File: src/rtl/temp_sensor_scan_ctrl.sv
// Multi-channel ring-oscillator temperature sensor scan controller: settle, count, store per channel.
// Optional threshold alarm is enabled by defining TEMP_SENSOR_ALARM_EN.
module temp_sensor_scan_ctrl #(
  parameter int unsigned NUM_CH     = 4,
  parameter int unsigned CNT_W      = 24,
  parameter int unsigned MIN_LOG2   = 4,
  parameter int unsigned SETTLE_CYC = 8,
  parameter int unsigned CH_W       = 2
) (
  input  logic              CLK_REF,
  input  logic              RESET_COUNTERn,
  input  logic              en,
  input  logic              start,
  input  logic              continuous,
  input  logic [NUM_CH-1:0] ch_mask,
  input  logic [3:0]        SEL_CONV_TIME,
  input  logic [NUM_CH-1:0] osc_in,
`ifdef TEMP_SENSOR_ALARM_EN
  input  logic [CNT_W-1:0]  thresh_hi,
  input  logic              alarm_clr,
  output logic [NUM_CH-1:0] alarm,
`endif
  output logic [NUM_CH-1:0] osc_en,
  output logic [CNT_W-1:0]  DOUT,
  output logic [CH_W-1:0]   DOUT_CH,
  output logic              ovf,
  output logic              DONE,
  output logic              scan_done,
  output logic              busy
);

  localparam int unsigned WIN_W = MIN_LOG2 + 16;
  localparam int unsigned SET_W = $clog2(SETTLE_CYC + 1);
  localparam logic [CNT_W-1:0] CntMax = {CNT_W{1'b1}};

  typedef enum logic [1:0] {StIdle, StSettle, StCount, StStore} state_e;

  state_e             state_q, state_d;
  logic [CH_W-1:0]    ch_q, ch_d;
  logic [NUM_CH-1:0]  scan_mask_q, scan_mask_d;
  logic [SET_W-1:0]   settle_q, settle_d;
  logic [WIN_W-1:0]   win_q, win_d, win_last;
  logic [3:0]         sel_q, sel_d;
  logic [CNT_W-1:0]   cnt_q, cnt_d;
  logic               ovf_pend_q, ovf_pend_d;
  logic [CNT_W-1:0]   dout_q, dout_d;
  logic [CH_W-1:0]    dout_ch_q, dout_ch_d;
  logic               ovf_q, ovf_d;
  logic [NUM_CH-1:0]  osc_en_q, osc_en_d;
  logic               done, scan_last;

  logic [NUM_CH-1:0]  sync1_q, sync2_q, prev_q, edges;
  logic [CH_W-1:0]    low_new, low_scan, next_hi;
  logic               has_hi, edge_sel;

  // Two-flop synchroniser plus rising-edge detector per oscillator.
  always_ff @(posedge CLK_REF or negedge RESET_COUNTERn) begin
    if (!RESET_COUNTERn) begin
      sync1_q <= '0;
      sync2_q <= '0;
      prev_q  <= '0;
    end else begin
      sync1_q <= osc_in;
      sync2_q <= sync1_q;
      prev_q  <= sync2_q;
    end
  end

  assign edges = sync2_q & ~prev_q;

  always_comb begin
    low_new  = '0;
    low_scan = '0;
    next_hi  = '0;
    has_hi   = 1'b0;
    edge_sel = 1'b0;
    for (int i = NUM_CH - 1; i >= 0; i--) begin
      if (ch_mask[i]) low_new = CH_W'(i);
      if (scan_mask_q[i]) low_scan = CH_W'(i);
      if (scan_mask_q[i] && (i > int'(ch_q))) begin
        has_hi  = 1'b1;
        next_hi = CH_W'(i);
      end
      if (ch_q == CH_W'(i)) edge_sel = edges[i];
    end
    win_last = (WIN_W'(1) << (MIN_LOG2 + 32'(sel_q))) - WIN_W'(1);
  end

  always_comb begin
    state_d     = state_q;
    ch_d        = ch_q;
    scan_mask_d = scan_mask_q;
    settle_d    = settle_q;
    win_d       = win_q;
    sel_d       = sel_q;
    cnt_d       = cnt_q;
    ovf_pend_d  = ovf_pend_q;
    dout_d      = dout_q;
    dout_ch_d   = dout_ch_q;
    ovf_d       = ovf_q;
    done        = 1'b0;
    scan_last   = 1'b0;

    unique case (state_q)
      StIdle: begin
        cnt_d      = '0;
        ovf_pend_d = 1'b0;
        if (start && (|ch_mask)) begin
          scan_mask_d = ch_mask;
          ch_d        = low_new;
          settle_d    = '0;
          state_d     = StSettle;
        end
      end
      StSettle: begin
        cnt_d      = '0;
        ovf_pend_d = 1'b0;
        if (settle_q == SET_W'(SETTLE_CYC - 1)) begin
          sel_d   = SEL_CONV_TIME;
          win_d   = '0;
          state_d = StCount;
        end else begin
          settle_d = settle_q + SET_W'(1);
        end
      end
      StCount: begin
        if (edge_sel) begin
          if (cnt_q == CntMax) ovf_pend_d = 1'b1;
          else                 cnt_d      = cnt_q + CNT_W'(1);
        end
        if (win_q == win_last) state_d = StStore;
        else                   win_d   = win_q + WIN_W'(1);
      end
      StStore: begin
        done       = 1'b1;
        scan_last  = !has_hi;
        dout_d     = cnt_q;
        dout_ch_d  = ch_q;
        ovf_d      = ovf_pend_q;
        cnt_d      = '0;
        ovf_pend_d = 1'b0;
        settle_d   = '0;
        if (has_hi) begin
          ch_d    = next_hi;
          state_d = StSettle;
        end else if (continuous) begin
          ch_d    = low_scan;
          state_d = StSettle;
        end else begin
          state_d = StIdle;
        end
      end
    endcase

    // Disable aborts everything but leaves the last published result intact.
    if (!en) begin
      state_d    = StIdle;
      done       = 1'b0;
      scan_last  = 1'b0;
      dout_d     = dout_q;
      dout_ch_d  = dout_ch_q;
      ovf_d      = ovf_q;
      cnt_d      = '0;
      ovf_pend_d = 1'b0;
    end

    osc_en_d = '0;
    for (int i = 0; i < NUM_CH; i++) begin
      osc_en_d[i] = (ch_d == CH_W'(i)) && ((state_d == StSettle) || (state_d == StCount));
    end
  end

  always_ff @(posedge CLK_REF or negedge RESET_COUNTERn) begin
    if (!RESET_COUNTERn) begin
      state_q     <= StIdle;
      ch_q        <= '0;
      scan_mask_q <= '0;
      settle_q    <= '0;
      win_q       <= '0;
      sel_q       <= '0;
      cnt_q       <= '0;
      ovf_pend_q  <= 1'b0;
      dout_q      <= '0;
      dout_ch_q   <= '0;
      ovf_q       <= 1'b0;
      osc_en_q    <= '0;
    end else begin
      state_q     <= state_d;
      ch_q        <= ch_d;
      scan_mask_q <= scan_mask_d;
      settle_q    <= settle_d;
      win_q       <= win_d;
      sel_q       <= sel_d;
      cnt_q       <= cnt_d;
      ovf_pend_q  <= ovf_pend_d;
      dout_q      <= dout_d;
      dout_ch_q   <= dout_ch_d;
      ovf_q       <= ovf_d;
      osc_en_q    <= osc_en_d;
    end
  end

  assign osc_en    = osc_en_q;
  assign DOUT      = dout_q;
  assign DOUT_CH   = dout_ch_q;
  assign ovf       = ovf_q;
  assign DONE      = done;
  assign scan_done = scan_last;
  assign busy      = (state_q != StIdle);

`ifdef TEMP_SENSOR_ALARM_EN
  logic [NUM_CH-1:0] alarm_q, alarm_d, alarm_set;

  // Set wins over a simultaneous clear.
  always_comb begin
    alarm_set = '0;
    for (int i = 0; i < NUM_CH; i++) begin
      alarm_set[i] = done && (ch_q == CH_W'(i)) && (cnt_q > thresh_hi);
    end
    alarm_d = (alarm_clr ? '0 : alarm_q) | alarm_set;
  end

  always_ff @(posedge CLK_REF or negedge RESET_COUNTERn) begin
    if (!RESET_COUNTERn) alarm_q <= '0;
    else                 alarm_q <= alarm_d;
  end

  assign alarm = alarm_q;
`endif

endmodule

File: config.mk
export PLATFORM = sky130hd
export DESIGN_NAME = temp_sensor_scan_ctrl
export DESIGN_NICKNAME = d
export VERILOG_FILES = /design/src/rtl/temp_sensor_scan_ctrl.sv
export SDC_FILE = /design/constraint.sdc
export NUM_CORES = 1
export LEC_CHECK = 0
export ABC_AREA = 1
export ABC_CLOCK_PERIOD_IN_PS = 4800
export BUFFER_PORTS_ARGS = -buffer_cell sky130_fd_sc_hd__buf_2
export CAP_MARGIN = 20
export CORE_ASPECT_RATIO = 0.6
export CORE_MARGIN = 2
export CORE_UTILIZATION = 53
export CTS_BUF_LIST = sky130_fd_sc_hd__clkbuf_4
export DETAILED_ROUTE_END_ITERATION = 12
export HOLD_SLACK_MARGIN = 0.15
export PLACE_DENSITY_LB_ADDON = 0.15
export SLEW_MARGIN = 30
export SYNTH_ARGS = -nofsm -noshare
export SYNTH_HDL_FRONTEND = slang
export SYNTH_SLANG_ARGS = --single-unit
File: constraint.sdc
create_clock -name CLK_REF -period 4.8 [get_ports CLK_REF]
set_clock_uncertainty 0.05 [all_clocks]
set_input_delay 0.96 -clock CLK_REF [delete_from_list [all_inputs] [get_ports CLK_REF]]
set_output_delay 0.96 -clock CLK_REF [all_outputs]
set_load 0.005 [all_outputs]
Word-level counts from Yosys, hierarchy flattened

Index checks and enable logic that the tools add are counted.

Memories: 0
Input bits: 17
Memory bits (read-only): 0
Register bits: 104
Memory bits (writable): 0
Bits in latches: 0

Order comparisons: 3
Div/mod/pow operators: 0
Multipliers: 0
Reductions and logical operators: 25
Multiplexer cells: 47
Bitwise gates (word level): 2
Shift-type cells: 1
Add/subtract/negate cells: 5
Equal/unequal tests: 21

Operators with widths:

| kind                  | number |
|---|---|
| $mux 24               | 3 |
| $pmux 24 s2           | 1 |
| $mux 20               | 2 |
| $pmux 20 s2           | 1 |
| $mux 2                | 18 |
| $add 24x1->24 const B | 1 |
| $eq 24x24->1 const B  | 1 |
| $add 20x1->20 const B | 1 |
| $eq 20x20->1          | 1 |
| $shl 1x5->20 const A  | 1 |
| $sub 20x2->20 const B | 1 |
| $mux 1                | 16 |
| $eq 2x2->1 const B    | 7 |
| $pmux 4 s3            | 1 |
| $reduce_and 2->1      | 5 |
| $ne 3x3->1 const B    | 3 |
| $eq 2x1->1 const B    | 4 |
| $logic_and 1x1->1     | 8 |
| $mux 4                | 2 |
| $ne 2x2->1 const B    | 4 |
| $pmux 2 s4            | 1 |
| $logic_not 2->1       | 3 |
| $reduce_and 3->1      | 2 |
| $add 3x4->5 const A   | 1 |
| 14 further kinds      | 16 |

Logic depth before layout (Yosys ltp)

Gate-level depths: netlist of the first run.

Depth in word-level cells: 11
Mapped depth: 23
Depth with buffers taken out: 20

Worst setup path before layout of the first run

OpenSTA, ideal clock, no wires.

Kind: reg-to-reg
Start: register sel_q[2]
End: register win_q[0]
Library setup time: 0.121 ns
Period minus slack after synthesis: 3.191 ns
Slack: 1.609 ns
Cell stages (with the launch flop): 23
Arrival: 3.020 ns
Buffers on the path: 4
Cell sequence: dfrtp_1 buf_4 inv_2 buf_4 ha_1 nor2_4 buf_6 nand3_1 ha_1 nand2_1 o21ai_0 nor2_1 nand3_1 nor2_1 nand2_1 nor2_1 nand3_1 nor2_1 nand4_1 nor2b_4 buf_6 nand3_1 o21ai_2

Word-level cells in the longest chain between the ends: 6

Ends and longest elaborated chain:

| what                              | line | RTL |
|---|---|---|
| start: declaration                | 43   | `logic [3:0] sel_q, sel_d;` |
| start signal: assignment          | 193  | `sel_q <= sel_d;` |
| $add 3x4->5                       | 86   | `win_last = (WIN_W'(1) << (MIN_LOG2 + 32'(sel_q))) - WIN_W'(1);` |
| $shl 1x5->20                      | 86   |  |
| $sub 20x2->20                     | 86   |  |
| $eq 20x20->1                      | 131  | `if (win_q == win_last) state_d = StStore;` |
| $ne 2x2->1 (no source line)       | --   |  |
| $reduce_and 3->1 (no source line) | --   |  |
| end signal: assignment            | 192  | `win_q <= win_d;` |
| end: declaration                  | 42   | `logic [WIN_W-1:0] win_q, win_d, win_last;` |

Every way passes these cells.
A chain may end at the register's enable or synchronous reset.

Worst setup path after layout of the first run

Start: register sel_q[2]
End: register win_q[16]

The elaborated chain is that of the path after synthesis.

==> run summary, run 1 <==
Final non-filler cell total = 1019
Sequential share of power = 58.0%
Clk root buf = clkbuf_4
GR Overflow Total = 0
Syn. warnings = 0
Least-Margin Pin Slew = 0.603 ns
Clock power share = 26.5%
Syn Nets = 839
Initial antenna violation count = 0
Number of port buffers = 50
CTS tree = done
Fmax = 0.288 GHz
RSZ-0062 raised after global routing = false
Final min period = 3.47 ns
# rows = 30
Routed WL = 16.0 mm
Dpl hpwl = 12.4 mm
Synthesized flop and latch total = 104
Comb pwr share = 15.5%
Syn_area_per_cell = 7.58 um^2
Number of cells after detailed placement = 1003
Synth top area share = 42.5%
ANT cells = 0
Fin. max-slew vios = 0
Post-Syn Instances = 808
Post-synth top cells = 199 x nand2_1, 104 x dfrtp_1, 99 x inv_1
Int Pwr = 0.00109 W
Final setup violation count = 0
Critical Path Fanout Max = 40
Switching part of the total = 31.7%
Total Nets Final = 885
Critical Path RT = 5.10 ns
GP Congestion = 0.977
Crit-path cells = inv_2, ha_1, nor2_4, nand3_1, ha_1, nand2_1, o21ai_0, nor2_1, nand3_1, nor2_1, nand2_1, nor2_1, nand3_1, nor2_1, nand4_1, nor2b_4, buf_4, nand3_1, o21ai_2
Tot GR Track Use = 26.4%
Number of setup buffers added after CTS = 0
Power Total = 0.00159 W
Vias in the first global route = 4813
Max-Cap Viols = 0
I/O pin cnt = 51
Starting Density = 54.2%
CP max stage delay = 0.42 ns
Setup CP Type = register to register
Synth area leader = dfrtp_1
First-pass GRT wire length = 25.2 mm
TritonRoute pass-1 iters = 5
Final hold viol count = 0
Total CTS buffers = 9
Synthesized area = 0.00612 mm^2
Slew headroom = 59.8%
# resized after CTS = 0
Crit end category = register
Clk slew on worst S/H paths = 0.16 ns
CP Launch Type = register
Routed vias = 5533
Count leader, synth = nand2_1
Uppermost routed layer = met4
Die width = 143 um
Met1 WL = 8.47 mm
TNS Setup = 0 ns
WL per Instance = 15.7 um
Worst Hold Class = register to register
Final worst path period share = 72.4%
Post-synth EDFFs = 0
PD cells = 241 mW/mm^2
Die area = 0.0125 mm^2
Pin count of the biggest net entering global routing = 54
Metal2 WL = 5.90 mm
Primary FF master, synth = dfrtp_1
H-Tree Depth = 3
Async SR Flop Fraction = 100%
CP arrival = 3.77 ns
Hold_buf cts = 0
Netlist cell types = 38
Hold_ws = 0.319 ns
Area Overhead vs Synth = 7.99%
Status = completed
Metal3 WL = 1.58 mm
Die Height = 87.3 um
Core Region = 0.0113 mm^2
Vias per cell = 5.43
Max Root-Sink Buffers = 2
Maximum vdd ir drop = 0.000182 V
1st-iter DRT viols = 538
Residual DRC = 0
P_sw = 0.000505 W
Pleak = 3.12 nW
ANT nets after route = 0
Seq/Total Area, Yosys = 42.5%
Skew-Pair Late Insertion Delay = 0.47 ns
Share of layout cells above drive strength 1 = 13.5%
Max stage delay cell, worst path = dfrtp_1
Ranking of synthesized cells by area = dfrtp_1 43%, nand2_1 12%, inv_1 6.1%
CTS sink count = 104
## metrics by stage
step / util, % / worst slack [ns] / instance area [um^2]
finish: 58.5 / 1.33 / 6610
global placement: 57.4 / 1.46 / 6490
floorplan: - / 1.61 / 6120
CTS: 58.5 / 1.33 / 6610
global route: 58.5 / 0.990 / 6610
detailed placement: 57.4 / 1.37 / 6490
## final timing paths
check	from	slack (ns)	depth (start not counted)	to
setup / recovery	sel_q[2]$_DFFE_PN0P_	1.33	19	win_q[16]$_DFFE_PN0P_
hold / removal	sync1_q[1]$_DFF_PN0_	0.32	0	sync2_q[1]$_DFF_PN0_
setup reg to reg	sel_q[2]$_DFFE_PN0P_	1.33	19	win_q[16]$_DFFE_PN0P_
hold reg to reg	sync1_q[1]$_DFF_PN0_	0.32	0	sync2_q[1]$_DFF_PN0_
max in group asynchronous	RESET_COUNTERn	3.46	2	cnt_q[3]$_DFFE_PN0P_
min in group asynchronous	RESET_COUNTERn	0.40	1	win_q[2]$_DFFE_PN0P_
## registers in the layout, indices dropped and copies added (netlist names), 2 cells and up
name / flops
settle_q: 4
prev_q: 4
osc_en: 4
sel_q: 4
state_q: 2
ch_q: 2
scan_mask_q: 4
DOUT_CH: 2
DOUT: 24
sync2_q: 4
sync1_q: 4
cnt_q: 24
win_q: 20
## logic make-up after synthesis
| kind of cell | Yosys count | share of synthesized area (%) |
|---|---|---|
| flops | 104 | 42.5 |
| xor+xnor | 30 | 4.29 |
| buf+inv | 124 | 8.40 |
| compound gates | 107 | 10.6 |
| simple gates | 429 | 31.4 |
| fa+ha+maj | 14 | 2.86 |
## routing by layer
layer  global-route usage, %  vias to the layer above
met3                    7.37                       12
li1                        -                     2708
met2                    33.1                      227
met5                       0                        -
met4                    4.14                        0
met1                    44.2                     2586
## final cells by class
class | instances | area, um^2
clock buffer | 9 | 67.6
clock inverter | 7 | 55.1
fill | 1079 | 4690
inverter | 104 | 390
multi-input combinational | 580 | 3010
sequential | 104 | 2600
tap | 160 | 200
timing repair buffer | 55 | 290
## cells in the final DEF (no fill, tap or decap), types with 2 or more instances in the layout
master	n
clkinv_4	2
nand2_2	3
nor2_4	5
inv_1	99
clkbuf_4	9
buf_4	6
buf_2	49
nand3_1	58
nor3_1	20
nand4_1	25
ha_1	14
a21oi_1	22
a22oi_1	3
nor2_2	3
nor4_1	8
nor3_2	2
a31oi_1	4
nor3b_1	3
nor2_1	94
o21ai_0	51
nand3_2	6
inv_2	5
inv_6	2
xor2_1	28
dfrtp_1	104
nand2_1	199
xnor2_1	2
o21ai_2	20
## power groups by stage
| stage | Combinational (W) | Sequential (W) | Clock [W] |
|---|---|---|---|
| floorplan | 0.000179 | 0.000934 | 0 |
| CTS | 0.000245 | 0.000924 | 0.000437 |
| detailed placement | 0.000244 | 0.000940 | 0 |
| global placement | 0.000237 | 0.000938 | 0 |
| finish | 0.000247 | 0.000924 | 0.000423 |
| global route | 0.000278 | 0.000928 | 0.000471 |
## worst max-delay path: cells and delay by family, from the launching register on
| family | cells | cell delay (ns) |
|---|---|---|
| and+or+nand+nor | 13 | 1.57 |
| DFF | 1 | 0.42 |
| adders and majority gates | 2 | 0.72 |
| buffers and inverters | 2 | 0.47 |
| AOI/OAI and AO/OA | 2 | 0.13 |
No activity file was read; power rests on OpenSTA's default activity.
==> run 2: changes to the inputs <==
ABC_CLOCK_PERIOD_IN_PS = 2950   (was 4800)
clock period = 2.95 ns   (was 4.8 ns; I/O delays follow)
==> run summary, run 2 (synthesis results as in run 1) <==
Status = completed
Die width = 143 um (unchanged)
Most frequent cells in the layout = 185 x nand2_1, 104 x dfrtp_1, 98 x inv_1
GR Overflow Total = 0 (unchanged)
TNS Setup = 0 ns (unchanged)
Skew-Pair Late Insertion Delay = 0.46 ns (about the same)
CTS tree = done
Vias in the first global route = 5217 (+8.4%)
Die area = 0.0125 mm^2 (unchanged)
Total Nets Final = 927 (+4.7%)
Crit path max-delay family = simple AND/OR/NAND/NOR gates
Fin. max-slew vios = 0 (unchanged)
TritonRoute pass-1 iters = 5 (unchanged)
First-pass GRT wire length = 27.2 mm (+8.1%)
GP Congestion = 0.957 (-2.0%)
Fmax = 0.343 GHz (+19%)
Die Height = 87.3 um (unchanged)
Area Overhead vs Synth = 17.0%
Pin count of the biggest net entering global routing = 62 (+15%)
Routed WL = 16.7 mm (+4.4%)
WL per Instance = 15.8 um (+0.27%)
PD cells = 392 mW/mm^2 (+63%)
Crit-path cells = inv_2, ha_4, buf_4, inv_2, nor2_4, buf_4, nand3_1, nand2_1, nand4_1, nand2_1, nand2_1, nor2_1, nand4_1, buf_4, nor2b_4, buf_12, o21ai_2
Vias per cell = 5.39 (-0.64%)
Setup CP Type = register to register
Final hold viol count = 0 (unchanged)
Total CTS buffers = 9 (unchanged)
Tot GR Track Use = 28.4% (+1.9 points)
Least-Margin Pin Slew = 1.13 ns (+0.523 ns)
CP max stage delay = 0.44 ns (+0.02 ns)
ANT cells = 0 (unchanged)
Max stage delay cell, worst path = dfrtp_1
Residual DRC = 0 (unchanged)
Max-Cap Viols = 0 (unchanged)
Final min period = 2.92 ns (-0.557 ns)
H-Tree Depth = 3 (unchanged)
Critical Path RT = 3.30 ns (-1.80 ns)
Worst Hold Class = input pin to register
Slew headroom = 24.4% (-35 points)
Max Root-Sink Buffers = 2 (unchanged)
Buf/Inv on CP = 6 (+4)
Core Region = 0.0113 mm^2 (unchanged)
Pre-CTS setup slack = -0.325 ns (-1.69 ns)
Final worst path period share = 98.9% (+26 points)
Critical Path Fanout Max = 10 (-75%)
Maximum vdd ir drop = 0.000271 V (+49%)
Dpl hpwl = 12.5 mm (+1.1%)
Starting Density = 54.2% (unchanged)
RSZ-0062 raised after global routing = true
CP Launch Type = register
Share of layout cells above drive strength 1 = 20.6% (+7.1 points)
Pleak = 3.37 nW (+8.2%)
Clk slew on worst S/H paths = 0.17 ns (about the same)
Final setup violation count = 0 (unchanged)
Initial antenna violation count = 0 (unchanged)
I/O pin cnt = 51 (unchanged)
Crit end category = register
Commonest non-fill, non-tap cell in the layout = nand2_1
CTS sink count = 104 (unchanged)
1st-iter DRT viols = 606 (+13%)
Routed vias = 5724 (+3.5%)
Number of port buffers = 50 (unchanged)
CP arrival = 3.27 ns (-0.50 ns)
Final worst-path setup slack = 0.0335 ns (-1.29 ns)
Final core utilization = 63.4% (+4.9 points)
# rows = 30 (unchanged)
ANT nets after route = 0 (unchanged)
Clk root buf = clkbuf_4
## run 2: cell count changes in the layout (fill, tap and decap cells not counted), sizes merged
cell / previous run / this run
dlygate4sd3: 0 / 5
clkinv: 4 / 3
bufinv: 0 / 1
nor2b: 1 / 5
buf: 55 / 88
## run 2: worst register-to-register path: stages, from the launching register on
cell	delay, ns
dfrtp_1	0.44
inv_2	0.07
ha_4	0.28
buf_4	0.14
inv_2	0.05
nor2_4	0.20
buf_4	0.18
nand3_1	0.08
nand2_1	0.15
nand4_1	0.11
nand2_1	0.10
nand2_1	0.05
nor2_1	0.16
nand4_1	0.16
buf_4	0.20
nor2b_4	0.13
buf_12	0.20
o21ai_2	0.11
## run 2: metal layers
layer | part of all wire, % | up-vias | global-route usage [%]
li1 | - | 2790 | -
met1 | 50 | 2669 | 46.8
met2 | 38 | 246 | 35.6
met3 | 11 | 19 | 9.29
met4 | 0.73 | 0 | 3.96
met5 | 0 | - | 0
## run 2: path summary, 6_finish.rpt
path | startpoint | to | slack [ns] | depth (start not counted)
max reg2reg | sel_q[2]$_DFFE_PN0P_ | win_q[5]$_DFFE_PN0P_ | 0.03 | 17
min | SEL_CONV_TIME[2] | sel_q[2]$_DFFE_PN0P_ | 0.31 | 3
min in group asynchronous | RESET_COUNTERn | win_q[7]$_DFFE_PN0P_ | 0.40 | 2
max | sel_q[2]$_DFFE_PN0P_ | win_q[5]$_DFFE_PN0P_ | 0.03 | 17
min reg2reg | sync1_q[0]$_DFF_PN0_ | sync2_q[0]$_DFF_PN0_ | 0.32 | 0
max in group asynchronous | RESET_COUNTERn | DOUT[19]$_DFFE_PN0P_ | 1.78 | 3
## run 2: final cells by class
type	count	area [um^2]
inverters	104	390
flip-flops and latches	104	2600
repair buffers	93	613
clock buffers	9	67.6
fillers	1022	4130
multi-input cells	584	3200
clock inverters	7	87.6
well taps	160	200
## run 2: stage by stage
stage	cells	instance area (um^2)	total power, W	hold slack (ns)
final	1061	7160	0.00281	0.314
after global placement	1032	6730	0.00194	0.284
after CTS	1057	6990	0.00277	0.293
after detailed placement	1032	6730	0.00195	0.285
after floorplan	808	6140	0.00181	0.244
after global routing	1061	7160	0.00295	0.293
## run 2: power breakdown
group | internal (W) | switching (W)
Sequential | 0.00147 | 0.0000357
Combinational | 0.000170 | 0.000324
Clock | 0.000279 | 0.000532
Total | 0.00192 | 0.000892
## run 2: timing repair
item | in CTS | in global routing
gates resized for setup | 3 | 36
pin swaps | 1 | 6
hold buffers | 5 | 0
buffers inserted | 1 | 3
setup endpoints to repair | 20 | 25
gates cloned | 3 | 1
endpoints found under the hold margin | 57 | 0
